--- src/rtl/sc_fifo_8x512.sv ---
// Single-clock 8x512 FIFO with occupancy count and full/empty/almost flags.
// Define SC_FIFO_FWFT_EN for first-word-fall-through output; default is a registered 1-cycle-latency output.
module sc_fifo_8x512 #(
  parameter int DATA_WIDTH = 8,
  parameter int DEPTH      = 512,
  parameter int ADDR_WIDTH = 9,
  parameter int AF_MARGIN  = 6,
  parameter int AE_MARGIN  = 1
) (
  input  logic                  clk,
  input  logic                  reset_n,
  input  logic [DATA_WIDTH-1:0] data_in,
  input  logic                  write,
  input  logic                  read,
  input  logic                  clear,
  output logic [DATA_WIDTH-1:0] data_out,
  output logic                  full,
  output logic                  almost_full,
  output logic                  empty,
  output logic                  almost_empty,
  output logic [ADDR_WIDTH:0]   cnt
);

  localparam logic [ADDR_WIDTH:0]   DEPTH_C    = (ADDR_WIDTH+1)'(DEPTH);
  localparam logic [ADDR_WIDTH:0]   AF_LEVEL_C = (ADDR_WIDTH+1)'(DEPTH - AF_MARGIN);
  localparam logic [ADDR_WIDTH:0]   AE_LEVEL_C = (ADDR_WIDTH+1)'(AE_MARGIN);
  localparam logic [ADDR_WIDTH:0]   CNT_ONE_C  = (ADDR_WIDTH+1)'(1);
  localparam logic [ADDR_WIDTH-1:0] PTR_ONE_C  = ADDR_WIDTH'(1);

  logic [DATA_WIDTH-1:0] mem_r [DEPTH];
  logic [ADDR_WIDTH-1:0] wr_ptr_r;
  logic [ADDR_WIDTH-1:0] rd_ptr_r;
  logic [ADDR_WIDTH:0]   cnt_r;
  logic                  wr_en_s;
  logic                  rd_en_s;

  // Flags decode the registered count, so gating below uses edge-time state.
  assign full         = (cnt_r == DEPTH_C);
  assign empty        = (cnt_r == '0);
  assign almost_full  = (cnt_r >= AF_LEVEL_C);
  assign almost_empty = (cnt_r <= AE_LEVEL_C);
  assign cnt          = cnt_r;

  assign wr_en_s = write & ~full;
  assign rd_en_s = read & ~empty;

  // Storage array; deliberately not reset and untouched by clear.
  always_ff @(posedge clk) begin
    if (!clear && wr_en_s) begin
      mem_r[wr_ptr_r] <= data_in;
    end
  end

  // Pointer and occupancy state; clear discards any same-cycle access.
  always_ff @(posedge clk or negedge reset_n) begin
    if (!reset_n) begin
      wr_ptr_r <= '0;
      rd_ptr_r <= '0;
      cnt_r    <= '0;
    end else if (clear) begin
      wr_ptr_r <= '0;
      rd_ptr_r <= '0;
      cnt_r    <= '0;
    end else begin
      if (wr_en_s) begin
        wr_ptr_r <= wr_ptr_r + PTR_ONE_C;
      end
      if (rd_en_s) begin
        rd_ptr_r <= rd_ptr_r + PTR_ONE_C;
      end
      case ({wr_en_s, rd_en_s})
        2'b10:   cnt_r <= cnt_r + CNT_ONE_C;
        2'b01:   cnt_r <= cnt_r - CNT_ONE_C;
        default: cnt_r <= cnt_r;
      endcase
    end
  end

`ifdef SC_FIFO_FWFT_EN
  assign data_out = mem_r[rd_ptr_r];
`else
  logic [DATA_WIDTH-1:0] data_out_r;

  // Registered read port: holds its value except on an effective read.
  always_ff @(posedge clk or negedge reset_n) begin
    if (!reset_n) begin
      data_out_r <= '0;
    end else if (!clear && rd_en_s) begin
      data_out_r <= mem_r[rd_ptr_r];
    end else begin
      data_out_r <= data_out_r;
    end
  end

  assign data_out = data_out_r;
`endif

endmodule

--- config.mk ---
export PLATFORM = sky130hd
export DESIGN_NAME = sc_fifo_8x512
export DESIGN_NICKNAME = d
export VERILOG_FILES = /design/src/rtl/sc_fifo_8x512.sv
export SDC_FILE = /design/constraint.sdc
export NUM_CORES = 2
export LEC_CHECK = 0
export CORE_ASPECT_RATIO = 0.5
export CORE_UTILIZATION = 25
export CTS_CLUSTER_DIAMETER = 100
export DETAILED_ROUTE_END_ITERATION = 10
export HOLD_SLACK_MARGIN = 0.08
export PLACE_DENSITY = 0.4
export SLEW_MARGIN = 20
export SYNTH_ARGS = -nofsm -noshare
export SYNTH_HDL_FRONTEND = slang
export SYNTH_SLANG_ARGS = --single-unit
--- constraint.sdc ---
create_clock -name clk -period 4.3 [get_ports clk]
set_input_delay 1.29 -clock clk [delete_from_list [all_inputs] [get_ports clk]]
set_output_delay 1.29 -clock clk [all_outputs]
set_load 0.01 [all_outputs]
==> Word level (Yosys, flattened, before mapping) <==
Memories as Yosys holds them, arrays and structs flattened. A register that Yosys moved wholly into a read port is not among the register bits.
Index checks and enable logic that the tools add are counted.
{ "totals": {"regBits": 28, "ram_bits": 4096, "input_bits": 13, "output_inout_bits": 22, "elab_cells": 33, "n_memories": 1} }
{ "op_classes": {"add_sub_neg": 4, "magnitude_cmp": 2, "n_eq_ne": 3, "n_mux": 8, "n_bitwise": 4, "n_reduce_logical": 8} }
{ "mem_list": {"columns": ["name", "words", "width", "rd", "rd_clocked_by_memory_dff", "wr", "line_no", "rtl"], "rows": [
  ["mem_r", 512, 8, 1, 1, 1, "30", "logic [DATA_WIDTH-1:0] mem_r [DEPTH];"]
]} }
{ "op_table": {"columns": ["op", "n"], "rows": [
  ["9-bit two-way mux", 4],
  ["10-bit case mux with 2 select lines", 1],
  ["9-bit by 1-bit adder with 9-bit output, second input constant", 2],
  ["10-bit by 1-bit adder with 10-bit output, second input constant", 1],
  ["10-bit == test, second input constant", 1],
  ["10-bit by 9-bit >= comparator with 1-bit output, second input constant", 1],
  ["10-bit by 1-bit less-or-equal comparator with 1-bit output, second input constant", 1],
  ["10-bit logical NOT", 1],
  ["10-bit two-way mux", 1],
  ["10-bit by 1-bit subtractor with 10-bit output, second input constant", 1],
  ["2-bit nonzero test", 2],
  ["3-bit nonzero test", 1],
  ["1-bit bitwise AND", 2],
  ["2-bit by 1-bit == test with 1-bit output, second input constant", 1],
  ["2-bit == test, second input constant", 1],
  ["1-bit logical AND", 2],
  ["1-bit logical NOT", 2],
  ["1-bit two-way mux", 2],
  ["1-bit NOT", 2]
]} }

==> Longest topological paths before layout <==
{ "logic_depth": {"word_depth": 6, "mapped_depth": 14, "mapped_depth_nobuf": 9} }

==> Worst setup path after synthesis <==
Ideal clock, no wire load.
{ "synth_path": {"path_kind": "input-to-reg", "from": "input write", "to": "memory mem_r[374][0], enable pin", "setup_time_ns": 0.370, "arrival_time_ns": 3.086, "required_ns": 3.930, "slack_ns": 0.844, "stages": 7, "path_buffers": 2, "path_cell_list": "inv_1 a41o_1 clkbuf_1 nor3_1 nand2_1 clkbuf_1 nor2_1"} }
{ "synth_between": {"elab_chain_len": 4} }
{ "synth_rtl": {"columns": ["element", "line_no", "rtl"], "rows": [
  ["start: declaration", "13", "input logic write,"],
  ["1-bit bitwise AND", "44", "assign wr_en_s = write & ~full;"],
  ["1-bit logical AND", "49", "if (!clear && wr_en_s) begin"],
  ["1-bit two-way mux", "49", null],
  ["1-bit two-way mux (implied by the code)", "50", "mem_r[wr_ptr_r] <= data_in;"],
  ["end: declaration", "30", null]
]} }
Every way passes these cells.

==> flow_summary_export.csv <==
group,metric,value,unit
placement,hpwlAfterDp,348000,um
routing,routed_wl,535000,um
critical_path,path_cells,"buf_12 > nor2b_1 > a22oi_1 > a31oi_1 > buf_4 > nand3_1 > o41ai_2 > buf_4 > o2111ai_1 > buf_4 > o221a_2",
pwr,total_power,96.0,mW
global_route,grtUsageMet3,2.17,%
routing,antenna_violating_nets_post_route,0,
critical_path,r2r_depth,11,
yosys,synth_cell_types,89,
timing,finalSetupViolCount,0,
yosys,post_synth_and_or_nand_nor_area_fraction,2.79,%
timing,slew_viol_final,0,
pwr,peakVddDrop,0.350,mV
critical_path,critical_path.slowest_cell,"sky130_fd_sc_hd__nor2b_1",
timing,final_critical_path_required_period,4.28,ns
yosys,netlist_top_cells_count,"4096 x sky130_fd_sc_hd__edfxtp_1, 874 x sky130_fd_sc_hd__mux4_2, 609 x sky130_fd_sc_hd__nor2_1",
yosys,synth.largest_area_cell,"sky130_fd_sc_hd__edfxtp_1",
floorplanning,floorplan.rows,208,
floorplanning,fp.coreArea,644000,um2
pwr,powerDensity,492,nW/um2
yosys,synth-seq-cells,4132,
timing,rsz_0062_raised_after_global_routing,"false",
global_route,first_global_vias,85624,
critical_path,cp_slowest_stage_delay,0.97,ns
yosys,ys_seq_area_share,76.4,%
floorplanning,die_x,1140,um
final_layout,layout.nets,9052,
routing,wl_per_cell,29.8,um
timing,max_freq,234,MHz
global_route,globalRoute.totalOverflow,0,
global_route,grt_start_max_net_pins,113,
routing,vias,83735,
yosys,postSynthAreaPerCell,20.9,um2
yosys,synth_compound_gate_area_share,3.08,%
pwr,p_clk_share,37.7,%
floorplanning,die_area,652000,um2
pwr,switching_share,25.8,%
global_route,globalRouteMet1Util,23.5,%
yosys,synthCells,7775,
timing,hold_ws,0.349,ns
pwr,p_switching,24.8,mW
cts,cts_num_sinks,4132,
floorplanning,die_h,571,um
yosys,yosys.cell_count.top_type,"sky130_fd_sc_hd__edfxtp_1",
placement,placement_cell_area,182000,um2
global_route,first_pass_grt_wire_length,734000,um
yosys,synth_xor_area_share,0.124,%
cts,numCtsBuffers,415,
yosys,ys_dominant_reg_cell,"sky130_fd_sc_hd__edfxtp_1",
global_route,globalRoute.busiestLayer,"met2",
placement,port_buffers,34,
yosys,netlist_top_cells_area,"sky130_fd_sc_hd__edfxtp_1 76%, sky130_fd_sc_hd__mux4_2 12%, sky130_fd_sc_hd__mux2i_1 2.8%",
critical_path,capture_point_of_the_worst_reg_to_reg_path,"data_out[0]",
global_route,use_met2,25.4,%
critical_path,cp_common_cell,"sky130_fd_sc_hd__buf_4",
routing,drc_errors,0,
critical_path,crit-reg2reg-launch,"rd_ptr_r[3]",
final_layout,area_growth,20.3,%
final_layout,layout-drive-gt1-share,30.7,%
job,maxCapViolations,0,
routing,first_pass_iters,6,
yosys,synth_enable_flop_cells,4096,
critical_path,path_class,"reg -> reg",
cts,cts_tree,"yes",
critical_path,setup.worst_path.start_class,"flop",
final_layout,finalInstanceArea,195000,um2
timing,maxSlewHeadroom,18.6,%
timing,fin_skew,0.0734,ns
cts,clock_tree.root_cell,"sky130_fd_sc_hd__clkbuf_16",
placement,gp_routability_congestion,0.791,
yosys,synth.net_count,7797,
critical_path,crit_arrival,5.17,ns
critical_path,setup.worst_path.start,"rd_ptr_r[3]",
final_layout,post-route-util,30.3,%
critical_path,required,5.19,ns
floorplanning,io_pins,35,
yosys,yosys_warnings,0,
yosys,synthDominantCellAreaShare,75.9,%
cts,worst_setup_hold_path_clk_slew,0.07,ns
cts,cts-hold-fix-buffers,0,
pwr,power_frac_comb,15.9,%
yosys,post_synthesis_async_set_or_reset_flop_share,0.871,%
pwr,cell_internal_power,71.3,mW
cts,htree_num_levels,5,
global_route,grt_antenna_before_repair,56,
pwr,power.sequential.fraction,46.4,%
outcome,result_of_the_run,"completed",
yosys,synth_fa_ha_area_share,0.0695,%
yosys,synthMuxAreaShare,15.4,%
timing,tightest_slew,1.22,ns
routing,viasPerCell,4.66,
critical_path,crit_path_end_kind,"flop",
pwr,leakagePower,60.6,nW
critical_path,path_max_fanout,29,
cts,clock_insertion_delay_at_the_later_pin_of_the_skew_report,1.03,ns
timing,report.final.hold_viol_count,0,
routing,detail_route.iter0.violations,8586,
yosys,syn-cell-area,162000,um2
timing,period_share,99.6,%
cts,clockBufferDepth,4,
global_route,global_route.usage.total,16.0,%
worst_hold_path,min_path_type,"in -> async",
yosys,synth_top_family_by_area,"multiplexers",
floorplanning,initial_utilization,25.2,%
critical_path,r2r_setup_slack,0.02,ns
-- cell usage in the layout (no fill, tap or decap), types with 22 or more instances in the layout --
cell,Yosys,final
sky130_fd_sc_hd__o22ai_1,43,43
sky130_fd_sc_hd__nor2_1,609,600
sky130_fd_sc_hd__clkdlybuf4s50_1,0,24
sky130_fd_sc_hd__a211oi_1,31,31
sky130_fd_sc_hd__nor3_1,49,43
sky130_fd_sc_hd__nand2_1,199,186
sky130_fd_sc_hd__bufinv_16,0,35
sky130_fd_sc_hd__a31oi_1,31,31
sky130_fd_sc_hd__o21ai_0,79,78
sky130_fd_sc_hd__a221o_1,24,24
sky130_fd_sc_hd__buf_12,8,152
sky130_fd_sc_hd__nand3_1,66,62
sky130_fd_sc_hd__clkbuf_1,176,77
sky130_fd_sc_hd__buf_4,46,1141
sky130_fd_sc_hd__mux2_2,22,22
sky130_fd_sc_hd__clkinv_1,1,92
sky130_fd_sc_hd__clkinv_2,0,86
sky130_fd_sc_hd__dfrtp_1,36,26
sky130_fd_sc_hd__a21oi_1,104,104
sky130_fd_sc_hd__o221ai_1,30,30
sky130_fd_sc_hd__a221oi_1,81,81
sky130_fd_sc_hd__clkbuf_16,0,425
sky130_fd_sc_hd__mux2i_1,448,448
sky130_fd_sc_hd__edfxtp_1,4096,4096
sky130_fd_sc_hd__mux4_2,874,874
sky130_fd_sc_hd__a22oi_1,124,124
-- flip-flops by register name, summed over array words and instances, names as in the netlist --
| signal | count |
|---|---|
| mem_r | 4096 |
| rd_ptr_r | 9 |
| data_out | 8 |
| wr_ptr_r | 9 |
| cnt | 10 |
-- power by group through the flow --
stage	sequential, mW	combinational [mW]	clock, mW
final	44.6	15.3	36.2
after detailed placement	45.5	15.6	0
after global placement	45.5	15.5	0
after floorplan	45.3	9.59	0
after CTS	44.5	15.7	37.1
after global routing	44.5	16.2	38.4
-- stage by stage --
step | TNS (ns) | instances | setup WS [ns]
finish | 0 | 17988 | 0.0183
global route | 0 | 17980 | 0.00338
CTS | 0 | 17978 | 0.0534
detailed placement | -0.0920 | 17220 | -0.0549
global placement | -0.0686 | 17220 | -0.0389
floorplan | 0 | 7775 | 0.844
-- worst max-delay path by stage --
stage / end / slack, ns
after global routing: full / 0.003
after global placement: data_out[7] / -0.04
final: data_out[0] / 0.02
after floorplan: mem_r[374][0] / 0.84
after CTS: full / 0.05
after detailed placement: data_out[0] / -0.05
-- what timing repair did --
item | CTS | global route
setup endpoints to repair | 7 | 1
resized for setup | 6 | 1
setup buffers | 3 | 0
-- routing by layer --
metal  wire [um]  vias to the layer above
met1      251000                    45884
li1            -                    34953
met4       10500                       12
met3       28100                      535
met5          69                        -
met2      245000                     2351
-- kinds of logic after synthesis --
group           Yosys count
compound gates          686
simple gates           1058
mux                    1363
xor+xnor                 23
flops                  4132
buf+inv                 504
fa+ha+maj                 9
-- worst max-delay path: cells and delay by family, from the launching register on --
family / cells / cell delay, ns
buf+inv: 4 / 0.90
compound gates: 5 / 1.29
simple gates: 2 / 1.07
flops: 1 / 0.81
-- area by class of cell --
type / count / area, um2
Clock buffer: 504 / 11000
Fill cell: 62631 / 449000
Timing Repair Buffer: 1327 / 12000
Tap cell: 8610 / 10800
Antenna cell: 10 / 25.0
Clock inverter: 251 / 2250
Inverter: 15 / 76.3
Multi-Input combinational cell: 3139 / 35100
Sequential cell: 4132 / 124000
Note: power is estimated with default switching activity, not from simulation.
